==> src/rtl/ras_pkg.sv <==
// rtl/ras_pkg.sv - shared op encoding and pointer-delta helper for the RAS issue path
package ras_pkg;

  // One logged stage operation: call pushes, return pops, both means replace
  typedef struct packed {
    logic push;
    logic pop;
  } ras_op_t;

  // Top-of-stack movement caused by one op; replace and no-op leave it alone
  function automatic int ras_delta(input ras_op_t op);
    if (op.push && !op.pop) return 1;
    if (op.pop && !op.push) return -1;
    return 0;
  endfunction

endpackage

==> src/rtl/ras_fifo.sv <==
// rtl/ras_fifo.sv - small synchronous FIFO used as the issued-op log
module ras_fifo #(
  parameter int WIDTH = 2,
  parameter int DEPTH = 16
) (
  input  logic             clk,
  input  logic             reset,
  input  logic             wr_tvalid,
  input  logic [WIDTH-1:0] wr_tdata,
  output logic             rd_tvalid,
  input  logic             rd_tready,
  output logic [WIDTH-1:0] rd_tdata
);

  localparam int PW = (DEPTH > 1) ? $clog2(DEPTH) : 1;
  localparam int CW = $clog2(DEPTH + 1);

  logic [WIDTH-1:0] mem [DEPTH];
  logic [PW-1:0]    wr_ptr;
  logic [PW-1:0]    rd_ptr;
  logic [CW-1:0]    count;
  logic             do_wr;
  logic             do_rd;

  function automatic logic [PW-1:0] bump(input logic [PW-1:0] p);
    return (p == PW'(DEPTH - 1)) ? '0 : p + PW'(1);
  endfunction

  // A write into a full log is only taken when the head leaves in the same cycle
  assign do_rd     = rd_tready && (count != '0);
  assign do_wr     = wr_tvalid && ((count != CW'(DEPTH)) || do_rd);
  assign rd_tvalid = (count != '0);
  assign rd_tdata  = mem[rd_ptr];

  // Entry storage; contents are only observed once counted, so no reset
  always_ff @(posedge clk) begin
    if (do_wr) mem[wr_ptr] <= wr_tdata;
  end

  // Pointers and occupancy
  always_ff @(posedge clk) begin
    if (reset) begin
      wr_ptr <= '0;
      rd_ptr <= '0;
      count  <= '0;
    end else begin
      if (do_wr) wr_ptr <= bump(wr_ptr);
      if (do_rd) rd_ptr <= bump(rd_ptr);
      count <= count + CW'(do_wr) - CW'(do_rd);
    end
  end

endmodule

==> src/rtl/ras_issue.sv <==
// rtl/ras_issue.sv - issue/commit controller driving one speculative return-address-stack stage
module ras_issue
  import ras_pkg::*;
#(
  parameter int DEPTH      = 16,
  parameter int WIDTH      = 32,
  parameter int ADDR_WIDTH = 10
) (
  input  logic                    clk,
  input  logic                    reset,
  input  logic                    req_valid,
  output logic                    req_ready,
  input  logic                    req_push,
  input  logic                    req_pop,
  input  logic [WIDTH-1:0]        req_data,
  input  logic                    cmt_valid,
  output logic                    cmt_ready,
  output logic                    trigger,
  output logic                    push_o,
  output logic                    pop_o,
  output logic [WIDTH-1:0]        data_o,
  output logic [ADDR_WIDTH-1:0]   addr_o,
  output logic                    commit,
  output logic [ADDR_WIDTH-1:0]   spec_tos,
  output logic [ADDR_WIDTH-1:0]   commit_tos,
  output logic [$clog2(DEPTH):0]  inflight
);

  localparam int IW = $clog2(DEPTH) + 1;

  ras_op_t     req_op;
  ras_op_t     issued_op;
  ras_op_t     head_op;
  logic        accept;
  logic        issue;
  logic        log_valid;
  logic [IW:0] occupancy;

  assign req_op.push    = req_push;
  assign req_op.pop     = req_pop;
  assign issued_op.push = push_o;
  assign issued_op.pop  = pop_o;

  // The op sitting in the issue register is already committed to the stage,
  // so it counts against capacity before inflight sees it
  assign occupancy = {1'b0, inflight} + (IW + 1)'(trigger);
  assign req_ready = !reset && (occupancy < (IW + 1)'(DEPTH));
  assign accept    = req_valid && req_ready;
  assign issue     = accept && (req_push || req_pop);

  assign cmt_ready = !reset && (inflight != '0) && log_valid;
  assign commit    = cmt_valid && cmt_ready;

  // Issue register: one-cycle registered command to the stage
  always_ff @(posedge clk) begin
    if (reset) begin
      trigger <= 1'b0;
      push_o  <= 1'b0;
      pop_o   <= 1'b0;
      data_o  <= '0;
      addr_o  <= '0;
    end else begin
      trigger <= issue;
      push_o  <= issue && req_push;
      pop_o   <= issue && req_pop;
      data_o  <= (issue && req_push) ? req_data : '0;
      if (issue) addr_o <= spec_tos + ADDR_WIDTH'(ras_delta(req_op));
    end
  end

  // Speculative pointer moves at the accept edge so back-to-back events chain
  always_ff @(posedge clk) begin
    if (reset) spec_tos <= '0;
    else if (issue) spec_tos <= spec_tos + ADDR_WIDTH'(ras_delta(req_op));
  end

  // Architectural pointer follows the retiring head of the op log
  always_ff @(posedge clk) begin
    if (reset) commit_tos <= '0;
    else if (commit) commit_tos <= commit_tos + ADDR_WIDTH'(ras_delta(head_op));
  end

  // Issued-but-uncommitted count, incremented at the trigger edge
  always_ff @(posedge clk) begin
    if (reset) begin
      inflight <= '0;
    end else begin
      case ({trigger, commit})
        2'b10:   inflight <= inflight + IW'(1);
        2'b01:   inflight <= inflight - IW'(1);
        default: inflight <= inflight;
      endcase
    end
  end

  ras_fifo #(
    .WIDTH (2),
    .DEPTH (DEPTH)
  ) u_op_log (
    .clk       (clk),
    .reset     (reset),
    .wr_tvalid (trigger),
    .wr_tdata  (issued_op),
    .rd_tvalid (log_valid),
    .rd_tready (commit),
    .rd_tdata  (head_op)
  );

endmodule

==> config.mk <==
export PLATFORM = sky130hd
export DESIGN_NAME = ras_issue
export DESIGN_NICKNAME = d
export VERILOG_FILES = /design/src/rtl/ras_pkg.sv /design/src/rtl/ras_fifo.sv /design/src/rtl/ras_issue.sv
export SDC_FILE = /design/constraint.sdc
export NUM_CORES = 1
export LEC_CHECK = 0
export CORE_ASPECT_RATIO = 1.25
export CORE_MARGIN = 5
export CORE_UTILIZATION = 24
export CTS_BUF_LIST = sky130_fd_sc_hd__clkbuf_16
export DETAILED_ROUTE_END_ITERATION = 8
export GPL_TIMING_DRIVEN = 1
export SETUP_SLACK_MARGIN = 0.2
export SYNTH_ARGS = -nofsm -noshare
export SYNTH_HDL_FRONTEND = slang
export SYNTH_SLANG_ARGS = --single-unit
==> constraint.sdc <==
create_clock -name clk -period 6.5 [get_ports clk]
set_clock_uncertainty 0.15 [all_clocks]
set_input_delay 0.65 -clock clk [delete_from_list [all_inputs] [get_ports clk]]
set_output_delay 0.65 -clock clk [all_outputs]
set_load 0.01 [all_outputs]
==> results of run 1 <==
sequential cells by signal, indices dropped and copies added, names as in the netlist, named ones only:
register	flops
data_o	32
u_op_log.mem	32
commit_tos	10
spec_tos	10
inflight	5
u_op_log.count	5
u_op_log.rd_ptr	4
u_op_log.wr_ptr	4
pop_o	1
push_o	1
trigger	1
cell usage after synthesis, types with 6 or more instances:
library cell / count / share of area [%]
nand4_1: 6 / 0.73
dfxtp_1: 77 / 30
a21o_1: 7 / 1.0
nand2_1: 34 / 2.5
buf_4: 12 / 1.7
xor2_1: 7 / 1.2
mux4_2: 10 / 4.4
a211oi_1: 7 / 1.0
xnor2_1: 9 / 1.5
inv_1: 25 / 1.8
nor2b_1: 6 / 0.73
o21ai_0: 12 / 1.2
nor2_1: 39 / 2.8
nor3_1: 9 / 0.87
ha_1: 36 / 8.7
edfxtp_1: 32 / 19
clkbuf_1: 14 / 1.0
a21oi_1: 28 / 2.7
nand3_1: 15 / 1.5
and3_1: 37 / 4.5
final timing paths:
path / depth (start not counted) / to / slack [ps]
hold reg to reg: 2 / commit_tos[0] / 330
setup reg to reg: 10 / commit_tos[9] / 2430
hold / removal: 2 / commit_tos[0] / 330
setup / recovery: 10 / commit_tos[9] / 2430
cell usage in the layout, fill, tap and decap left out, types with 6 or more instances in the layout:
cell               n
a211oi_1           7
a21o_1             7
a21oi_1           28
and3_1            37
clkbuf_16          9
clkdlybuf4s50_1  109
dfxtp_1           77
edfxtp_1          32
ha_1              36
inv_1             25
mux4_2            10
nand2_1           34
nand3_1           15
nand4_1            6
nor2_1            39
nor2b_1            6
nor3_1             9
o21ai_0           12
xnor2_1            9
xor2_1             7
kinds of logic after synthesis:
logic type / after synthesis / share of synthesized area, %
and+or+nand+nor: 163 / 16.2
adders and majority gates: 40 / 10.3
AOI/OAI and AO/OA: 88 / 12.0
muxes: 13 / 4.96
buffers and inverters: 59 / 5.54
xor gates and xnor gates: 16 / 2.71
DFF: 109 / 48.4
power by group through the flow:
stage,Clock [W],Sequential [W],Combinational [W]
after floorplan,0,0.000767,0.000199
after global placement,0,0.000771,0.000291
after detailed placement,0,0.000771,0.000294
after CTS,0.000610,0.000756,0.000296
after global routing,0.000640,0.000760,0.000328
final,0.000590,0.000754,0.000291
per-layer routing:
layer  up-vias  wire (um)
met3        17        385
li1       1934          -
met5         -          0
met4         0        309
met1      1802       5090
met2        53       6660
per-stage QoR:
step	hold slack [ps]	instances
floorplan	318	488
global placement	314	847
detailed placement	324	847
CTS	336	863
global route	377	863
finish	332	863
worst reg2reg max path, delay by kind of cell, from the launching register on:
family                     cells  cell delay [ps]
muxes                          2             1060
and+or+nand+nor                4              900
adders and majority gates      2              800
DFF                            1              640
AOI/OAI and AO/OA              1              400
buffers and inverters          1               70
layout make-up:
| type | count | area (sq um) |
|---|---|---|
| well taps | 279 | 349 |
| clock inverters | 7 | 95.1 |
| multi-input cells | 320 | 2380 |
| repair buffers | 111 | 1100 |
| inverters | 28 | 108 |
| clock buffers | 9 | 225 |
| flip-flops and latches | 109 | 2500 |
| fillers | 2189 | 14600 |
==> out/metrics.csv, run 1 <==
stage,metric,value,unit
placed_design,placed_cell_area,6450,sq um
detailed_routing,routed_wl,12.5,mm
cells_and_area,drive_above_1_share,6.85,%
floorplanning,dieHeight,174,um
floorplanning,core_area,21400,sq um
clock_network,insertion_delay,350,ps
placed_design,io_buffers,110,
sta,fmax,246,MHz
placed_design,dp_hpwl,9.25,mm
power_and_ir_drop,p_int,0.00121,W
global_routing,grt_max_degree,43,
critical_path,crit_path_start_kind,flop,
clock_network,htree_levels,3,
synthesis,yosysUniqueCellTypes,58,
power_and_ir_drop,pwr-share-comb,17.8,%
cells_and_area,final_util,31.6,%
sta,grt_setup_unrepaired,no,
sta,final_max_slew_viol_count,0,
power_and_ir_drop,p_clk_share,36.1,%
detailed_routing,avgViaCountPerCell,4.41,
job,maxCapViolations,0,
critical_path,slowest_delay,640,ps
critical_path,crit_buf_inv,1,
floorplanning,row_count,60,
detailed_routing,antenna_left,0,
cells_and_area,antenna_cells,0,
global_routing,use_met3,2.20,%
synthesis,ys_seq_area_share,48.4,%
synthesis,syn_nets,566,
global_routing,gr-total-overflow,0,
clock_network,cts-root-buf,clkbuf_16,
global_routing,top_usage_layer,met2,
power_and_ir_drop,p_sw_share,25.9,%
critical_path,cp_top_family,multiplexers,
floorplanning,io_pins,111,
critical_path,path_max_fanout,13,
sta,min_period,4070,ps
floorplanning,start_util,24.2,%
critical_path,worstPathRequired,6640,ps
placed_design,dp_slack,2290,ps
global_routing,grt_pass1_wl,20.0,mm
sta,timing.final.crit_share,62.6,%
detailed_routing,num_vias,3806,
power_and_ir_drop,p_total,0.00164,W
global_routing,grt_util_met1,11.5,%
global_routing,globalRouteMet2Util,18.4,%
synthesis,synth_area,5170,sq um
power_and_ir_drop,leakagePower,2.63,nW
min_path,worstHoldStart,commit_tos[0],
clock_network,cts_resized,0,
synthesis,synth-seq-cells,109,
floorplanning,die_area,24600,sq um
clock_network,numCtsBuffers,9,
sta,relSlewSlack,42.5,%
detailed_routing,wl_per_cell,14.4,um
cells_and_area,area_growth,30.8,%
global_routing,grt_usage,10.2,%
synthesis,async_reset_ff_share,0,%
cells_and_area,nets,657,
detailed_routing,drc,0,
power_and_ir_drop,power_density,242,nW/um^2
sta,fin_ws,2430,ps
clock_network,post_cts_buffers,0,
global_routing,grt_pass1_vias,3831,
clock_network,cts.path.max_buffers,2,
clock_network,hold_buffers,0,
critical_path,arrival,4210,ps
global_routing,antenna_found_initial,0,
sta,hold_viol_final,0,
detailed_routing,drt-pass1-iter-count,4,
clock_network,cts.sinks,109,
min_path,min_path_type,reg2reg,
detailed_routing,drtIter0Drc,157,
synthesis,synth_edf_count,32,
critical_path,cp-end-kind,flop,
critical_path,critical_path.cell_chain,"mux4_2, mux4_2, inv_1, ha_1, ha_1, a211oi_1, or4b_1, nand2_1, or4_1, nand4_1",
sta,worstMarginPinSlew,860,ps
power_and_ir_drop,p_seq_share,46.1,%
synthesis,netlist_instances,488,
power_and_ir_drop,ir_worst_vdd,0.141,mV
clock_network,clkTransAtPathRegs,70,ps
clock_network,cts_tree,built,
critical_path,cp_slowest_cell,dfxtp_1,
sta,setup_viol,0,
floorplanning,die_w,141,um
synthesis,synth_area_per_cell,10.6,sq um
power_and_ir_drop,switchingPower,0.000424,W
synthesis,synthFlopType,dfxtp_1,
placed_design,routabilityCongestion,0.761,
run_status,status,"complete, no violations",
critical_path,criticalPathCategory,reg2reg,
sta,setup_tns,0,ps
synthesis,yosys_warnings,0,
cells_and_area,fin_area,6770,sq um
(Power assumes the default switching activity.)
==> inputs of run 2 (changes only) <==
Clock period 6.5 ns to 4.1 ns, I/O delays scaled along.
==> run 2 against run 1 <==
Via count grew 1.0%. Combinational power grew 64%. Cell count grew 0.58%. Core utilization shrank 0.064 points. Hold slack gained 7.1 ps. Global-route usage grew 0.24 points. Register-to-register slack lost 2000 ps. Non-clock buffer count grew 5. Clock-buffer cell count is the same. Sequential power grew 58%.
==> out/metrics.csv, run 2 (same netlist as run 1, synthesis figures left out) <==
stage,metric,value,unit,change
clock_network,cts.sinks,109,,unchanged
critical_path,cp_slowest_cell,mux4_2,,
clock_network,clkTransAtPathRegs,70,ps,about the same
sta,relSlewSlack,63.9,%,+21 points
placed_design,routabilityCongestion,0.766,,+0.59%
critical_path,crit_buf_inv,2,,+1
clock_network,post_cts_buffers,0,,unchanged
cells_and_area,top_regs,"data_o: 32 flops, u_op_log.mem: 32 flops",,
power_and_ir_drop,p_total,0.00246,W,+50%
global_routing,grt_pass1_vias,3799,,-0.84%
clock_network,cts.path.max_buffers,2,,unchanged
global_routing,antenna_found_initial,0,,unchanged
cells_and_area,fin_area,6750,sq um,-0.20%
sta,min_period,3640,ps,-427 ps
floorplanning,core_area,21400,sq um,unchanged
cells_and_area,antenna_cells,0,,unchanged
floorplanning,dieHeight,174,um,unchanged
sta,fin_ws,459,ps,-1970 ps
critical_path,slowest_delay,510,ps,-130 ps
detailed_routing,avgViaCountPerCell,4.43,,+0.42%
global_routing,grt_pass1_wl,20.3,mm,+1.5%
clock_network,hold_buffers,0,,unchanged
cells_and_area,layout_commonest_cell,clkdlybuf4s50_1,,
sta,timing.final.crit_share,88.8,%,+26 points
detailed_routing,drtIter0Drc,198,,+26%
critical_path,cpMostUsedCell,mux4_2,,
placed_design,dp_slack,244,ps,-2040 ps
floorplanning,die_area,24600,sq um,unchanged
job,maxCapViolations,0,,unchanged
critical_path,arrival,3710,ps,-500 ps
critical_path,cp-end-kind,flop,,
floorplanning,start_util,24.2,%,unchanged
global_routing,grt_max_degree,42,,-2.3%
clock_network,insertion_delay,350,ps,about the same
sta,final_max_slew_viol_count,0,,unchanged
cells_and_area,nFillCells,2197,,+0.37%
detailed_routing,antenna_left,0,,unchanged
clock_network,cts-root-buf,clkbuf_16,,
cells_and_area,area_growth,30.6,%,
cells_and_area,nets,662,,+0.76%
detailed_routing,wl_per_cell,14.6,um,+1.4%
detailed_routing,num_vias,3844,,+1.0%
cells_and_area,final_cell_mix,"clkdlybuf4s50_1, dfxtp_1, nor2_1, and3_1, ha_1",,
critical_path,crit_path_start_kind,flop,,
detailed_routing,routed_wl,12.7,mm,+2.0%
placed_design,io_buffers,110,,unchanged
floorplanning,io_pins,111,,unchanged
sta,fmax,275,MHz,+12%
power_and_ir_drop,leakagePower,2.64,nW,+0.18%
critical_path,critical_path.cell_chain,"buf_4, mux4_2, mux4_2, ha_2, inv_1, ha_1, fa_1, a21o_1, and4_1, or3_1, nand3_1, a21oi_1",,
detailed_routing,drt-pass1-iter-count,4,,unchanged
critical_path,worstPathRequired,4170,ps,-2470 ps
placed_design,placed_cell_area,6480,sq um,+0.58%
clock_network,htree_levels,3,,unchanged
min_path,worstHoldStart,commit_tos[4],,
detailed_routing,drc,0,,unchanged
clock_network,numCtsBuffers,9,,unchanged
power_and_ir_drop,ir_worst_vdd,0.200,mV,+42%
critical_path,path_max_fanout,8,,-5
clock_network,cts_resized,0,,unchanged
floorplanning,row_count,60,,unchanged
sta,setup_viol,0,,unchanged
placed_design,dp_hpwl,9.43,mm,+2.0%
critical_path,cp_top_family,multiplexers,,
critical_path,r2r_slack,460,ps,-1970 ps
sta,hold_viol_final,0,,unchanged
clock_network,cts_tree,built,,
sta,setup_tns,0,ps,unchanged
floorplanning,die_w,141,um,unchanged
global_routing,gr-total-overflow,0,,unchanged
cells_and_area,drive_above_1_share,7.30,%,+0.45 points
sta,grt_setup_unrepaired,no,,
sta,worstMarginPinSlew,540,ps,-320 ps
power_and_ir_drop,power_density,364,nW/um^2,+51%
global_routing,grt_usage,10.4,%,+0.24 points
critical_path,criticalPathCategory,reg2reg,,
run_status,status,"complete, no violations",,
min_path,min_path_type,reg2reg,,
run 2: where the power goes:
part	internal (W)	leakage, nW	switching (W)
logic	0.000238	1.58	0.000240
registers	0.00115	0.921	0.0000431
clock network	0.000404	0.137	0.000383
run 2: path summary, 6_finish.rpt:
path / end / cells past startpoint
setup / recovery: commit_tos[6] / 12
hold / removal: commit_tos[4] / 2
setup reg to reg: commit_tos[6] / 12
hold reg to reg: commit_tos[4] / 2
run 2: routing by layer:
metal	wire [um]	up-vias	part of all wire (%)	track usage (%)
met5	0	-	0	0
li1	-	1948	-	-
met1	5310	1828	42	12.0
met4	280	0	2.2	4.12
met3	385	14	3.0	2.20
met2	6720	54	53	18.7
run 2: area by class of cell:
class                           instances  area, sq um  share of cell area (%)
Tap cell                              279          349                    5.17
Clock inverter                          7         36.3                   0.537
Clock buffer                            9          225                    3.34
Multi-Input combinational cell        320         2390                    35.4
Sequential cell                       109         2500                    37.1
Timing Repair Buffer                  116         1140                    16.9
Inverter                               28          108                    1.59
run 2: through the flow:
| step | hold slack, ps | utilization (%) | instances |
|---|---|---|---|
| 2_1_floorplan | 318 | - | 488 |
| 3_3_place_gp | 324 | 30.3 | 852 |
| 3_5_place_dp | 332 | 30.3 | 852 |
| 4_1_cts | 343 | 31.5 | 868 |
| 5_1_grt | 371 | 31.6 | 868 |
| 6_report | 339 | 31.6 | 868 |
run 2: tightest hold or removal path, stage by stage (launching register included):
cell and delay [ps]:
dfxtp_1 330, nand2_1 60, a21oi_1 50
==> inputs of run 3 (changes only) <==
--- a/config.mk
+++ b/config.mk
@@ -13,2 +13,4 @@
 export GPL_TIMING_DRIVEN = 1
+export HOLD_SLACK_MARGIN = 0.12
+export REMOVE_ABC_BUFFERS = 1
 export SETUP_SLACK_MARGIN = 0.2
==> constraint.sdc (replaced) <==
create_clock -name clk -period 4.1 [get_ports clk]
set_clock_uncertainty 0.15 [all_clocks]
set_input_delay 0.615 -clock clk [delete_from_list [all_inputs] [get_ports clk]]
set_output_delay 0.615 -clock clk [all_outputs]
set_load 0.01 [all_outputs]
==> run 3 against run 2 <==
Hold slack lost 3.5 ps. Flip-flop and latch count is the same. Sequential power is essentially flat.
==> out/metrics.csv, run 3 (same netlist as run 1, synthesis figures left out) <==
stage,metric,value,unit,change
run_status,status,"complete, no violations",,
clock_network,cts.path.max_buffers,2,,unchanged
critical_path,r2r_slack,450,ps,about the same
power_and_ir_drop,p_total,0.00262,W,+6.5%
critical_path,cpMostUsedCell,mux4_2,,
sta,setup_viol,0,,unchanged
sta,grt_setup_unrepaired,no,,
global_routing,antenna_found_initial,0,,unchanged
power_and_ir_drop,p_seq_share,45.7,%,-2.9 points
floorplanning,dieHeight,174,um,unchanged
critical_path,reg2regPathDepth,11,,-1
job,maxCapViolations,0,,unchanged
cells_and_area,seq_area,2500,sq um,about the same
power_and_ir_drop,p_int,0.00196,W,+9.1%
power_and_ir_drop,leakagePower,2.67,nW,+1.2%
critical_path,cp-end-kind,flop,,
detailed_routing,wl_per_cell,14.2,um,-3.0%
clock_network,cts.sinks,109,,unchanged
clock_network,numCtsBuffers,9,,unchanged
power_and_ir_drop,ir_worst_vdd,0.221,mV,+10%
cells_and_area,nets,661,,-0.15%
sta,worstMarginPinSlew,561,ps,+21.1 ps
critical_path,arrival,3710,ps,about the same
sta,fmax,274,MHz,-0.21%
min_path,worstHoldStart,commit_tos[4],,
sta,relSlewSlack,62.5,%,-1.4 points
placed_design,placed_cells,851,,-0.12%
placed_design,routabilityCongestion,0.768,,+0.37%
detailed_routing,drtIter0Drc,150,,-24%
global_routing,gr-total-overflow,0,,unchanged
floorplanning,start_util,24.2,%,unchanged
detailed_routing,avgViaCountPerCell,4.46,,+0.79%
power_and_ir_drop,p_sw_share,25.3,%,-1.8 points
cells_and_area,layout_commonest_cell,clkdlybuf4s50_1,,
clock_network,insertion_delay,350,ps,about the same
floorplanning,die_area,24600,sq um,unchanged
critical_path,worstPathRequired,4170,ps,about the same
placed_design,dp_slack,61.1,ps,-183 ps
detailed_routing,routed_wl,12.3,mm,-3.1%
clock_network,post_cts_buffers,0,,unchanged
critical_path,cp_slowest_cell,mux4_2,,
sta,min_period,3650,ps,+7.61 ps
sta,hold_viol_final,0,,unchanged
global_routing,grt_pass1_vias,3989,,+5.0%
min_path,whs_endpoint,commit_tos[4],,
min_path,min_path_type,reg2reg,,
clock_network,htree_levels,3,,unchanged
sta,timing.final.crit_share,89.0,%,+0.19 points
critical_path,r2r_end,commit_tos[6],,
detailed_routing,antenna_left,0,,unchanged
critical_path,cp_top_family,multiplexers,,
detailed_routing,drt-pass1-iter-count,4,,unchanged
global_routing,grt_max_degree,41,,-2.4%
cells_and_area,nFillCells,2192,,-0.23%
sta,final_max_slew_viol_count,0,,unchanged
cells_and_area,antenna_cells,0,,unchanged
power_and_ir_drop,power_density,384,nW/um^2,+5.5%
cells_and_area,top_regs,"data_o: 32 flops, u_op_log.mem: 32 flops",,
floorplanning,die_w,141,um,unchanged
critical_path,criticalPathCategory,reg2reg,,
detailed_routing,drc,0,,unchanged
cells_and_area,multi_input_area,2390,sq um,unchanged
floorplanning,io_pins,111,,unchanged
critical_path,critical_path.cell_chain,"mux4_2, mux4_2, ha_2, inv_1, ha_1, fa_1, a21o_1, and4_1, or3_1, nand3_1, a21oi_1",,
power_and_ir_drop,switchingPower,0.000662,W,-0.51%
critical_path,path_max_fanout,8,,unchanged
critical_path,crit_buf_inv,1,,-1
cells_and_area,drive_above_1_share,7.48,%,+0.18 points
floorplanning,core_area,21400,sq um,unchanged
cells_and_area,area_growth,31.8,%,
detailed_routing,num_vias,3870,,+0.68%
cells_and_area,final_cell_mix,"clkdlybuf4s50_1, dfxtp_1, nor2_1, and3_1, ha_1",,
placed_design,io_buffers,110,,unchanged
clock_network,cts-root-buf,clkbuf_16,,
sta,setup_tns,0,ps,unchanged
power_and_ir_drop,p_clk_share,36.5,%,+4.5 points
placed_design,dp_hpwl,9.25,mm,-2.0%
floorplanning,row_count,60,,unchanged
critical_path,crit_path_start_kind,flop,,
sta,fin_ws,451,ps,-7.61 ps
clock_network,cts_tree,built,,
min_path,hold_depth,2,,unchanged
clock_network,clkTransAtPathRegs,70,ps,about the same
global_routing,grt_pass1_wl,20.1,mm,-0.85%
critical_path,slowest_delay,540,ps,+30 ps
global_routing,grt_usage,10.2,%,-0.24 points
cells_and_area,stdcell_count,867,,-0.12%
power_and_ir_drop,pwr-share-comb,17.8,%,-1.6 points
[run 3: worst max path at each step]
stage	endpoint	slack [ps]	cells after the start
floorplan	commit_tos[9]	460	10
global placement	commit_tos[9]	150	10
detailed placement	commit_tos[9]	60	10
CTS	commit_tos[9]	210	10
global route	commit_tos[8]	270	11
finish	commit_tos[6]	450	11
[run 3: routing by layer]
layer / part of all wire (%) / vias up / routed length [um] / track usage (%)
li1: - / 1941 / - / -
met1: 41 / 1792 / 5090 / 11.4
met2: 48 / 126 / 5950 / 17.6
met3: 9.1 / 11 / 1120 / 4.21
met4: 1.2 / 0 / 148 / 3.03
met5: 0 / - / 0 / 0
[run 3: timing repair]
item,4_1_cts,5_1_grt
gates resized for setup,1,2
gates cloned,0,0
endpoints found under the setup margin,1,5
hold buffers,0,0
[run 3: cell type report]
class	count	area share, %
Sequential cell	109	36.7
Multi-Input combinational cell	320	35.1
Timing Repair Buffer	115	16.6
Tap cell	279	5.12
Clock buffer	10	3.67
Inverter	28	1.58
Clock inverter	6	1.17
[run 3: worst register-to-register path, stage by stage (launching register included)]
cell	delay (ps)
dfxtp_2	490
mux4_2	550
mux4_2	480
ha_2	330
inv_1	40
ha_1	220
fa_1	420
a21o_1	190
and4_1	220
or3_1	300
nand3_1	90
a21oi_1	60
[run 3: power groups by stage]
stage	registers, W	logic, W	clock network, W
4_1_cts	0.00120	0.000475	0.000989
2_1_floorplan	0.00123	0.000281	0
5_1_grt	0.00120	0.000522	0.00103
3_3_place_gp	0.00122	0.000467	0
3_5_place_dp	0.00122	0.000472	0
6_report	0.00120	0.000467	0.000956
[run 3: stage by stage]
stage | hold WS (ps) | area, sq um | utilization (%)
after floorplan | 310 | 4990 | -
after global placement | 324 | 6480 | 30.3
after detailed placement | 327 | 6480 | 30.3
after CTS | 338 | 6810 | 31.8
after global routing | 374 | 6820 | 31.9
final | 335 | 6820 | 31.9
